--- src/rtl/imem_pkg.sv ---
// Shared types and defaults for the
// instruction-memory load controller.
package imem_pkg;

   localparam int          ADDR_W_DEF = 10;
   localparam logic [31:0] NOP_DEF    = 32'h0000_0013;

   typedef enum logic {
      LOAD = 1'b0,
      RUN  = 1'b1
   } state_t;

endpackage

--- src/rtl/imem_load_ctrl_if.sv ---
// Single-port instruction memory bus
// (sync read, one cycle latency).
interface imem_load_ctrl_if #(
   parameter int ADDR_W = 10
) ();

   logic              mem_we;
   logic [ADDR_W-1:0] mem_addr;
   logic [31:0]       mem_wdata;
   logic [31:0]       mem_rdata;

   modport master (
      output mem_we,
      output mem_addr,
      output mem_wdata,
      input  mem_rdata
   );

   modport slave (
      input  mem_we,
      input  mem_addr,
      input  mem_wdata,
      output mem_rdata
   );

endinterface

--- src/rtl/imem_byte_packer.sv ---
// Packs loader bytes LSB-first into words;
// flush emits a zero-padded partial word.
module imem_byte_packer (
   input  logic        clk,
   input  logic        rst,
   input  logic        clr,
   input  logic        take,
   input  logic        flush,
   input  logic [7:0]  din,
   output logic        word_go,
   output logic [31:0] word
);

   logic [1:0]  cnt;
   logic [1:0]  cnt_n;
   logic [31:0] pack;
   logic [31:0] merged;

   // merge the incoming byte; pack is kept zero above cnt
   always_comb begin
      merged = pack;
      if (take) merged[8*cnt +: 8] = din;
      cnt_n = take ? cnt + 2'd1 : cnt;
      word_go = (take && cnt == 2'd3) ||
                (flush && cnt_n != 2'd0);
      word = merged;
   end

   // byte counter and partial-word register
   always_ff @(posedge clk or negedge rst) begin
      if (!rst) begin
         cnt  <= 2'd0;
         pack <= 32'd0;
      end else if (clr || word_go) begin
         cnt  <= 2'd0;
         pack <= 32'd0;
      end else if (take) begin
         cnt  <= cnt_n;
         pack <= merged;
      end
   end

endmodule

--- src/rtl/imem_load_ctrl.sv ---
// Boot-loads the instruction memory, then
// serves IF-stage fetches from the same port.
module imem_load_ctrl
   import imem_pkg::*;
#(
   parameter int          ADDR_W    = ADDR_W_DEF,
   parameter logic [31:0] NOP_INSTR = NOP_DEF
) (
   input  logic            clk,
   input  logic            rst,
   input  logic            ld_start,
   input  logic            ld_byte_valid,
   input  logic [7:0]      ld_byte,
   input  logic            ld_done,
   output logic [ADDR_W:0] ld_words,
   output logic            ld_overflow,
   output logic            core_hold,
   input  logic [31:0]     pc,
   output logic [31:0]     instr,
   output logic            instr_valid,
   output logic            fetch_fault,
   imem_load_ctrl_if.master mem
);

   localparam logic [ADDR_W:0] DEPTH =
      {1'b1, {ADDR_W{1'b0}}};

   state_t            state;
   logic              done_pend;
   logic [ADDR_W:0]   wr_ptr;
   logic              ovf;
   logic              we_q;
   logic [ADDR_W-1:0] waddr_q;
   logic [31:0]       wdata_q;
   logic              valid_q;
   logic              fault_q;

   logic        load;
   logic        full;
   logic        idle_ld;
   logic        take;
   logic        flush;
   logic        bad_pc;
   logic        word_go;
   logic [31:0] word;

   assign load    = (state == LOAD);
   assign full    = (wr_ptr == DEPTH);
   assign idle_ld = load && !done_pend && !ld_start;
   assign take    = idle_ld && ld_byte_valid && !full;
   assign flush   = idle_ld && ld_done;
   assign bad_pc  = (pc[1:0] != 2'd0) ||
                    (pc[31:ADDR_W+2] != '0);

   imem_byte_packer u_pack (
      .clk     (clk),
      .rst     (rst),
      .clr     (ld_start),
      .take    (take),
      .flush   (flush),
      .din     (ld_byte),
      .word_go (word_go),
      .word    (word)
   );

   // load/run FSM, write pointer, fetch-return flags
   always_ff @(posedge clk or negedge rst) begin
      if (!rst) begin
         state     <= LOAD;
         done_pend <= 1'b0;
         wr_ptr    <= '0;
         ovf       <= 1'b0;
         we_q      <= 1'b0;
         waddr_q   <= '0;
         wdata_q   <= 32'd0;
         valid_q   <= 1'b0;
         fault_q   <= 1'b0;
      end else begin
         we_q <= 1'b0;
         unique case (state)
            LOAD: begin
               valid_q <= 1'b0;
               fault_q <= 1'b0;
               if (ld_start) begin
                  wr_ptr    <= '0;
                  ovf       <= 1'b0;
                  done_pend <= 1'b0;
               end else if (done_pend) begin
                  done_pend <= 1'b0;
                  state     <= RUN;
               end else begin
                  if (ld_byte_valid && full)
                     ovf <= 1'b1;
                  if (word_go) begin
                     we_q    <= 1'b1;
                     waddr_q <= wr_ptr[ADDR_W-1:0];
                     wdata_q <= word;
                     wr_ptr  <= wr_ptr + 1'b1;
                  end
                  if (ld_done) begin
                     if (word_go) done_pend <= 1'b1;
                     else         state     <= RUN;
                  end
               end
            end
            RUN: begin
               if (ld_start) begin
                  state   <= LOAD;
                  wr_ptr  <= '0;
                  ovf     <= 1'b0;
                  valid_q <= 1'b0;
                  fault_q <= 1'b0;
               end else begin
                  valid_q <= 1'b1;
                  fault_q <= bad_pc;
               end
            end
            default: state <= LOAD;
         endcase
      end
   end

   assign ld_words      = wr_ptr;
   assign ld_overflow   = ovf;
   assign core_hold     = load;
   assign mem.mem_we    = we_q;
   assign mem.mem_wdata = wdata_q;
   assign mem.mem_addr  = load ? waddr_q
                               : pc[ADDR_W+1:2];

   // memory output register is the instr register;
   // registered flags select it or the NOP
   assign instr_valid = valid_q;
   assign fetch_fault = fault_q;
   assign instr = (valid_q && !fault_q) ?
                  mem.mem_rdata : NOP_INSTR;

endmodule

--- src/flat_wrapper.sv ---
// flat-port wrapper written by rule: the top's interface ports become plain ports
module imem_load_ctrl_flat import imem_pkg::*;
#(
   parameter int          ADDR_W    = ADDR_W_DEF,
   parameter logic [31:0] NOP_INSTR = NOP_DEF
)
  (clk, rst, ld_start, ld_byte_valid, ld_byte, ld_done, ld_words, ld_overflow, core_hold, pc, instr, instr_valid, fetch_fault, mem_mem_we, mem_mem_addr, mem_mem_wdata, mem_mem_rdata);
  imem_load_ctrl_if #(.ADDR_W(ADDR_W)) mem_i ();
  input  logic clk;
  input  logic rst;
  input  logic ld_start;
  input  logic ld_byte_valid;
  input  logic [7:0] ld_byte;
  input  logic ld_done;
  output logic [ADDR_W:0] ld_words;
  output logic ld_overflow;
  output logic core_hold;
  input  logic [31:0] pc;
  output logic [31:0] instr;
  output logic instr_valid;
  output logic fetch_fault;
  output wire logic [$bits(mem_i.mem_we)-1:0] mem_mem_we;
  output wire logic [$bits(mem_i.mem_addr)-1:0] mem_mem_addr;
  output wire logic [$bits(mem_i.mem_wdata)-1:0] mem_mem_wdata;
  input wire logic [$bits(mem_i.mem_rdata)-1:0] mem_mem_rdata;
  assign mem_mem_we = mem_i.mem_we;
  assign mem_mem_addr = mem_i.mem_addr;
  assign mem_mem_wdata = mem_i.mem_wdata;
  assign mem_i.mem_rdata = mem_mem_rdata;
  imem_load_ctrl #(.ADDR_W(ADDR_W), .NOP_INSTR(NOP_INSTR)) u_core (.clk(clk), .rst(rst), .ld_start(ld_start), .ld_byte_valid(ld_byte_valid), .ld_byte(ld_byte), .ld_done(ld_done), .ld_words(ld_words), .ld_overflow(ld_overflow), .core_hold(core_hold), .pc(pc), .instr(instr), .instr_valid(instr_valid), .fetch_fault(fetch_fault), .mem(mem_i));
endmodule
--- config.mk ---
export PLATFORM = sky130hd
export DESIGN_NAME = imem_load_ctrl_flat
export DESIGN_NICKNAME = d
export VERILOG_FILES = /design/src/rtl/imem_pkg.sv /design/src/rtl/imem_load_ctrl_if.sv /design/src/rtl/imem_byte_packer.sv /design/src/rtl/imem_load_ctrl.sv /design/src/flat_wrapper.sv
export SDC_FILE = /design/constraint.sdc
export NUM_CORES = 1
export LEC_CHECK = 0
export ABC_AREA = 1
export CAP_MARGIN = 20
export CORE_ASPECT_RATIO = 1.2
export CORE_MARGIN = 3
export CORE_UTILIZATION = 49
export CTS_CLUSTER_SIZE = 40
export DETAILED_ROUTE_END_ITERATION = 7
export GPL_TIMING_DRIVEN = 0
export PLACE_DENSITY = 0.95
export SLEW_MARGIN = 10
export SYNTH_ARGS = -nofsm -noshare
export SYNTH_HDL_FRONTEND = slang
export SYNTH_SLANG_ARGS = --single-unit
--- constraint.sdc ---
create_clock -name clk -period 5.3 [get_ports clk]
set_input_delay 1.59 -clock clk [delete_from_list [all_inputs] [get_ports clk]]
set_output_delay 1.59 -clock clk [all_outputs]
set_load 0.02 [all_outputs]
### Word level (Yosys, flattened, before mapping)

Cells that the tools add are included.

* output and inout bits: 90
* register bits after elaboration: 93
* logic and storage cells: 83
* bits of input ports: 77

* reduce and logical (&&, ||, !) cells: 23
* shift operators: 2
* mux-type cells: 35
* $add $sub $neg: 3
* bitwise logic cells: 3
* equality and inequality tests: 6

Operators by type and width (number)
* 2-to-1 mux 32 bit: 4
* 2-to-1 mux 11 bit: 4
* negation 5 -> 34 bit: 1
* variable shift 8 x 34 -> 32 bit, first input constant: 1
* indexed part select 8 x 34 -> 32 bit: 1
* bitwise mux 32 bit: 1
* one-hot mux 11 bit (2 select lines): 1
* nonzero test 20 bit: 1
* 2-to-1 mux 1 bit: 17
* adder 11 x 1 -> 11 bit, second input constant: 1
* equality test 11 bit, second input constant: 1
* 2-to-1 mux 10 bit: 1
* logical AND 1 bit: 9
* inequality test 3 bit, second input constant: 3
* one-hot mux 1 bit (2 select lines): 4
* 2-to-1 mux 2 bit: 3
* AND reduction 3 bit: 2
* nonzero test 2 bit: 3
* logical NOT 1 bit: 4
* AND reduction 4 bit: 1
* logical OR 1 bit: 3
* NOT 1 bit: 3
* adder 2 x 1 -> 2 bit, second input constant: 1
* equality test 2 bit, second input constant: 1
* inequality test 2 bit, second input constant: 1

### Depth between registers and ports, before layout

Gate-level depths: netlist (run 1).

* word-level depth: 14
* depth in mapped cells: 16
* gate-level depth less buffers: 14

### Modules after synthesis

From an unflattened synthesis (run 1), not the netlist that was laid out.

* cells, all modules: 680
* area total of the unflattened synthesis: 4837.1 um^2

By module, submodules not included
* imem_load_ctrl: instances 1, area each 2935.3 um^2, seq. area each 1476.4 um^2, cells each 406
* imem_byte_packer: instances 1, area each 1901.8 um^2, seq. area each 850.8 um^2, cells each 274

### Worst setup path after synthesis (run 1)

OpenSTA, ideal clock, no wires.

* path kind: input port to output port
* start: in mem_mem_rdata[0]
* end: out instr[0]
* arrival: 1.927 ns
* slack: 1.783 ns
* cell stages on the path: 1
* buffers on the path: 0
* required time: 3.710 ns
* cell sequence: or2_2

* word-level cells in the longest chain between the ends: 1

RTL lines
* start, declared: line flat_wrapper.sv:25 `input wire logic [$bits(mem_i.mem_rdata)-1:0] mem_mem_rdata;`
* 2-to-1 mux 32 bit: line imem_load_ctrl.sv:135 `assign instr = (valid_q && !fault_q) ?`
* end, declared: line flat_wrapper.sv:19 `output logic [31:0] instr;`

Every way passes these cells.

### Worst setup path after layout (run 1)

* start: in pc[2]
* end: out mem_mem_addr[0]

* word-level cells in the longest chain between the ends: 1

RTL lines
* start, declared: line flat_wrapper.sv:18 `input logic [31:0] pc;`
* 2-to-1 mux 10 bit: line imem_load_ctrl.sv:128 `assign mem.mem_addr = load ? waddr_q`
* end, declared: line flat_wrapper.sv:23 `output wire logic [$bits(mem_i.mem_addr)-1:0] mem_mem_addr;`

Every way passes these cells.

==> results of run 1 <==
-- final timing paths --
check	depth (start not counted)	from	endpoint
max	4	pc[2]	mem_mem_addr[0]
min	2	u_core.mem.mem_wdata[30]	u_core.mem.mem_wdata[30]
max reg2reg	11	u_core.u_pack.cnt[0]	u_core.u_pack.pack[17]
min reg2reg	2	u_core.mem.mem_wdata[30]	u_core.mem.mem_wdata[30]
max in group asynchronous	2	rst	u_core.mem.mem_wdata[7]
min in group asynchronous	1	rst	u_core.waddr_q[7]
-- area by class of cell --
cell class / count / share of cell area (%)
plain buffers: 32 / 2.54
clock buffers: 12 / 3.52
clock inverters: 4 / 0.679
inverters: 120 / 6.43
multi-input cells: 415 / 27.3
flip-flops and latches: 93 / 33.2
well taps: 123 / 2.20
repair buffers: 167 / 24.1
-- flip-flops by register name, summed over array words and instances (netlist names) --
signal and flops:
u_core.u_pack.pack 32, u_core.state 1, u_core.mem.mem_wdata 32, u_core.mem.mem_we 1, u_core.done_pend 1, u_core.waddr_q 10, u_core.u_pack.cnt 2, u_core.ld_overflow 1
u_core.ld_words 11, u_core.instr_valid 1, u_core.fetch_fault 1
-- per-layer routing --
metal  track usage [%]  up-vias  wire length [um]
met4              10.8        2               410
met3              7.16       36              1440
met1              29.7     2294              5170
met5                 0        -                10
met2              46.4      305              7290
li1                  -     2379                 -
-- worst max-delay path: stages --
cell	delay, ns
clkdlybuf4s50_1	0.55
nand2_1	0.08
o21ai_0	0.09
clkdlybuf4s50_1	0.63
-- synth_stat cells --
library cell	instances	area (um2)
a21oi_1	4	20.0
and3_1	1	6.26
buf_2	22	110
buf_6	4	45.0
clkbuf_1	6	22.5
clkinv_1	1	3.75
dfrtp_1	93	2330
ha_1	7	87.6
inv_1	117	439
inv_2	2	7.51
nand2_1	161	604
nand2_2	1	6.26
nand2_4	1	11.3
nand3_1	61	305
nand3_2	1	10.0
nand4_1	17	106
nor2_1	83	312
nor2_2	4	25.0
nor2_4	1	11.3
nor3_1	5	25.0
nor4_1	5	31.3
o21ai_0	43	215
o21ai_1	11	55.1
o21bai_4	1	18.8
or2_2	3	18.8
xnor2_1	1	8.76
xor2_1	4	35.0
-- per-stage QoR --
step	util, %	cells	worst slack [ns]
after global routing	72.8	966	0.750
after floorplan	-	660	1.78
final	72.8	966	0.766
after global placement	69.5	949	-0.662
after CTS	72.8	966	0.791
after detailed placement	69.8	950	0.792
-- where the power goes --
part / leakage (uW) / switching (uW) / internal (uW)
Combinational: 0.00202 / 185 / 149
Clock: 0.000143 / 262 / 377
Sequential: 0.00129 / 17.3 / 739
Total: 0.00345 / 465 / 1270
-- cells by family (layout without fill, tap and decap cells) --
logic type               count (synthesis)  in the layout
adder cells (fa/ha/maj)                  7              7
buffers and inverters                  152            335
AND/OR/NAND/NOR                        344            344
XOR/XNOR                                 5              5
AO/OA/AOI/OAI                           59             59
flip-flops                              93             93
==> run summary, run 1 <==
F_max: 221 MHz
Routed vias/inst: 5.19
Worst hold path type: flip-flop to flip-flop
RSZ-0062 raised after global routing: false
Num CTS Buffers: 9
Commonest non-fill, non-tap cell in the layout: clkdlybuf4s50_1
Final RePlAce weighted congestion: 0.900
Static Leak: 0.00345 uW
Post-CTS Setup Repair Bufs: 0
Synthesized cell area: 4870 um2
VDD IR max: 0.185 mV
Initial antenna violation count: 1
Dpl cell area: 6710 um2
Slack of the worst reg-to-reg path: 2.56 ns
Mapped Cells: 660
Netlist cell types: 27
Clock skew: 0.00611 ns
DR vias: 5016
Number of top-level pins: 167
Synth Area in Compound Gates: 6.35%
Largest net degree at the start of global routing: 49
Share of layout cells above drive strength 1: 6.64%
Number of clock sinks: 93
Fin crit share: 85.5%
#FFs+latches synth: 93
Reg area: 2330 um2
Post-Synth Simple-Gate Area: 30.2%
PortBufs: 166
Total Die Area: 11200 um2
Bufs on Longest Clock Path: 2
Post-DP HPWL: 10700 um
Syn_nets: 744
Core area: 9610 um2
Area delta synth->final: 43.8%
CTS tree: yes
CP Class: input port to primary output
Fin area: 7000 um2
Die height: 115 um
Critical Path RT: 3.71 ns
Clock Latency Late Sink: 0.35 ns
Post-DRT Antenna Nets: 0
Most frequent cells in the layout: clkdlybuf4s50_1, nand2_1, inv_1, dfrtp_1, nor2_1
Number of remaining DRC errors: 0
Post-cts sizing count: 0
Number of detailed-route iterations in the first pass: 5
Die width: 97.0 um
CP arrival: 2.94 ns
Starting Density: 50.6%
Final Hold Viols: 0
Clk pin slew, worst setup/hold paths: 0.06 ns
Worst slew pin tran: 0.773 ns
Minimum clock period: 4.53 ns
Tot Pwr: 1730 uW
First-pass GRT wire length: 23300 um
Starting DRT DRC Count: 322
Post-CTS Hold Buffers: 0
Synth Area in XOR/XNOR: 0.900%
Slew Limit Fails: 0
Global Route Usage Sum: 26.0%
Worst-path maximum fanout: 1
Antenna Cells: 0
Gr ovfl total: 0
Syn_area_per_cell: 7.38 um2
CP endpoint kind: primary output
Power Density: 247 nW/um2
Total wire length: 14300 um
Ys Warns: 0
Main combinational cell family by area after synthesis: simple AND/OR/NAND/NOR gates
Sequential share of the synthesized area: 47.8%
Minimum hold slack: 0.504 ns
Nets: 922
Final setup viols: 0
H-tree levels: 3
Filler Cell Count: 689
Vias in the first global route: 4918
Mux contribution to synthesized area: 0%
Synth Area in Adders: 1.80%
Run status: finished clean
Root Buffer: clkbuf_16
Max Cap Viol: 0
CP Launch Type: input port
Num rows: 39
Multi-input logic area: 1910 um2
Drt wl/cell: 14.8 um
Setup total negative slack: 0 ns
Max_slew headroom: 48.1%
(Power assumes the default switching activity.)
==> inputs of run 2 (changes only) <==
--- a/config.mk
+++ b/config.mk
@@ -6,14 +6,14 @@
 export NUM_CORES = 1
 export LEC_CHECK = 0
 export ABC_AREA = 1
+export ABC_CLOCK_PERIOD_IN_PS = 5300
 export CAP_MARGIN = 20
 export CORE_ASPECT_RATIO = 1.2
 export CORE_MARGIN = 3
-export CORE_UTILIZATION = 49
-export CTS_CLUSTER_SIZE = 40
+export CORE_UTILIZATION = 42
 export DETAILED_ROUTE_END_ITERATION = 7
 export GPL_TIMING_DRIVEN = 0
-export PLACE_DENSITY = 0.95
+export PLACE_DENSITY = 0.85
 export SLEW_MARGIN = 10
 export SYNTH_ARGS = -nofsm -noshare
 export SYNTH_HDL_FRONTEND = slang
==> run summary, run 2 (synthesis gave the netlist of run 1 again) <==
Drt wl/cell: 14.5 um (-2.2%)
Top delay family on crit path: buffers and inverters
Area delta synth->final: 45.0%
Num rows: 42 (+7.7%)
Post-CTS Hold Buffers: 0 (unchanged)
Slowest-stage cell, CP: clkdlybuf4s50_1
Share of layout cells above drive strength 1: 6.88% (+0.24 points)
Worst hold path type: flip-flop to flip-flop
Number of clock sinks: 93 (unchanged)
Num CTS Buffers: 9 (unchanged)
Vias in the first global route: 4650 (-5.4%)
Max_slew headroom: 50.1% (+2.1 points)
Hold Crit Start: u_core.mem.mem_wdata[30]
Worst-path maximum fanout: 1 (unchanged)
Final setup viols: 0 (unchanged)
Routed vias/inst: 4.88 (-6.1%)
Slew Limit Fails: 0 (unchanged)
Critical Path RT: 3.71 ns (about the same)
Run status: finished clean
Placed cell count: 981 (+3.3%)
Number of remaining DRC errors: 0 (unchanged)
Cell count of the worst reg-to-reg path: 13 (+2)
Clk pin slew, worst setup/hold paths: 0.06 ns (about the same)
Die width: 104 um (+7.5%)
Clock skew: 0.00757 ns (+0.00145 ns)
Post-DP HPWL: 11100 um (+3.2%)
Total wire length: 14500 um (+0.96%)
VDD IR max: 0.160 mV (-14%)
Worst path most repeated cell: clkdlybuf4s50_1
Clock Latency Late Sink: 0.35 ns (about the same)
CTS tree: yes
Post-DRT Antenna Nets: 0 (unchanged)
Multi-input logic area: 1910 um2 (unchanged)
Fin crit share: 87.2% (+1.6 points)
Fin area: 7060 um2 (+0.80%)
Bufs on Longest Clock Path: 2 (unchanged)
RSZ-0062 raised after global routing: false
Post-CTS Setup Repair Bufs: 0 (unchanged)
CP arrival: 3.03 ns (+0.09 ns)
Initial antenna violation count: 0 (-1)
Die height: 124 um (+7.6%)
Post-cts sizing count: 0 (unchanged)
PortBufs: 166 (unchanged)
Starting DRT DRC Count: 471 (+46%)
CP Launch Type: input port
CP endpoint kind: primary output
Static Leak: 0.00345 uW (+0.15%)
Final RePlAce weighted congestion: 0.858 (-4.6%)
Slack of the worst reg-to-reg path: 2.66 ns (+0.10 ns)
Setup WS post-layout: 0.681 ns (-0.0854 ns)
DR vias: 4862 (-3.1%)
CP Class: input port to primary output
Crit-path max cell delay: 0.67 ns (+0.04 ns)
Minimum hold slack: 0.509 ns (+0.00433 ns)
Global Route Usage Sum: 22.5% (-3.5 points)
Antenna Cells: 0 (unchanged)
Core area: 11200 um2 (+16%)
Sink of the worst hold path: u_core.mem.mem_wdata[30]
Root Buffer: clkbuf_16
Reg area: 2330 um2 (unchanged)
First-pass GRT wire length: 23000 um (-1.5%)
CP bufs+invs: 2 (unchanged)
Worst slew pin tran: 0.742 ns (-0.0309 ns)
Dpl cell area: 6750 um2 (+0.58%)
Filler Cell Count: 960 (+39%)
CP Cell Sequence: clkdlybuf4s50_1 > nand2_1 > o21ai_0 > clkdlybuf4s50_1
Number of detailed-route iterations in the first pass: 5 (unchanged)
Gr ovfl total: 0 (unchanged)
Nets: 922 (unchanged)
Largest net degree at the start of global routing: 66 (+35%)
Final Hold Viols: 0 (unchanged)
Number of top-level pins: 167 (unchanged)
H-tree levels: 3 (unchanged)
Minimum clock period: 4.62 ns (+0.0854 ns)
Total Die Area: 12900 um2 (+16%)
Non-filler cells, final: 997 (+3.2%)
Tot Pwr: 1750 uW (+1.4%)
Place WS: 0.690 ns (-0.101 ns)
Starting Density: 43.5% (-7.1 points)
RR Startpoint: u_core.u_pack.cnt[0]
Commonest non-fill, non-tap cell in the layout: clkdlybuf4s50_1
Max Cap Viol: 0 (unchanged)
Power Density: 248 nW/um2 (+0.55%)
Reg2reg end: u_core.mem.mem_wdata[21]
Hold depth: 2 (unchanged)
F_max: 216 MHz (-1.8%)
Most frequent cells in the layout: clkdlybuf4s50_1, nand2_1, inv_1, dfrtp_1, nor2_1
[run 2: cell types whose count changed in the layout (fill, tap and decap cells not counted)]
cell,change
clkbuf_1,-2
clkbuf_8,+1
clkinv_2,-1
clkinv_4,+1
clkinvlp_4,+1
[run 2: per-stage QoR]
| stage | utilization [%] | TNS, ns |
|---|---|---|
| 6_report | 63.1 | 0 |
| 5_1_grt | 63.1 | 0 |
| 4_1_cts | 63.1 | 0 |
| 3_5_place_dp | 60.3 | 0 |
| 3_3_place_gp | 60.1 | -71.45 |
| 2_1_floorplan | - | 0 |
[run 2: worst min-delay path: stages (launching register included)]
cell and delay (ns):
dfrtp_1 0.34, nand3_1 0.07, nand2_1 0.07
[run 2: how the worst max path moves through the flow]
| stage | depth (start not counted) | end | startpoint | slack, ns |
|---|---|---|---|---|
| final | 4 | mem_mem_addr[0] | pc[2] | 0.68 |
| after global placement | 1 | u_core.waddr_q[8] | rst | -0.77 |
| after CTS | 4 | mem_mem_addr[0] | pc[2] | 0.69 |
| after floorplan | 1 | instr[0] | mem_mem_rdata[0] | 1.78 |
| after detailed placement | 4 | mem_mem_addr[0] | pc[2] | 0.69 |
| after global routing | 4 | mem_mem_addr[0] | pc[2] | 0.64 |
[run 2: final cells by class]
type                       instances  area share (%)
clock inverter                     5           0.833
tap                              154            2.73
clock buffer                      11            3.58
timing repair buffer             167            23.9
multi-input combinational        415            27.1
inverter                         120            6.38
buffer                            32            2.52
sequential                        93            33.0
[run 2: routing by layer]
metal  track usage (%)  share of wire, %  wire, um
met5                 0                 0         0
met4              8.40               1.8       262
met3              5.29               8.0      1160
met2              41.3                52      7520
met1              25.7                38      5510
[run 2: where the power goes]
| part | total, uW | internal (uW) | switching, uW |
|---|---|---|---|
| clock network | 664 | 391 | 273 |
| registers | 755 | 739 | 16.4 |
| logic | 334 | 149 | 185 |
| total | 1750 | 1280 | 475 |
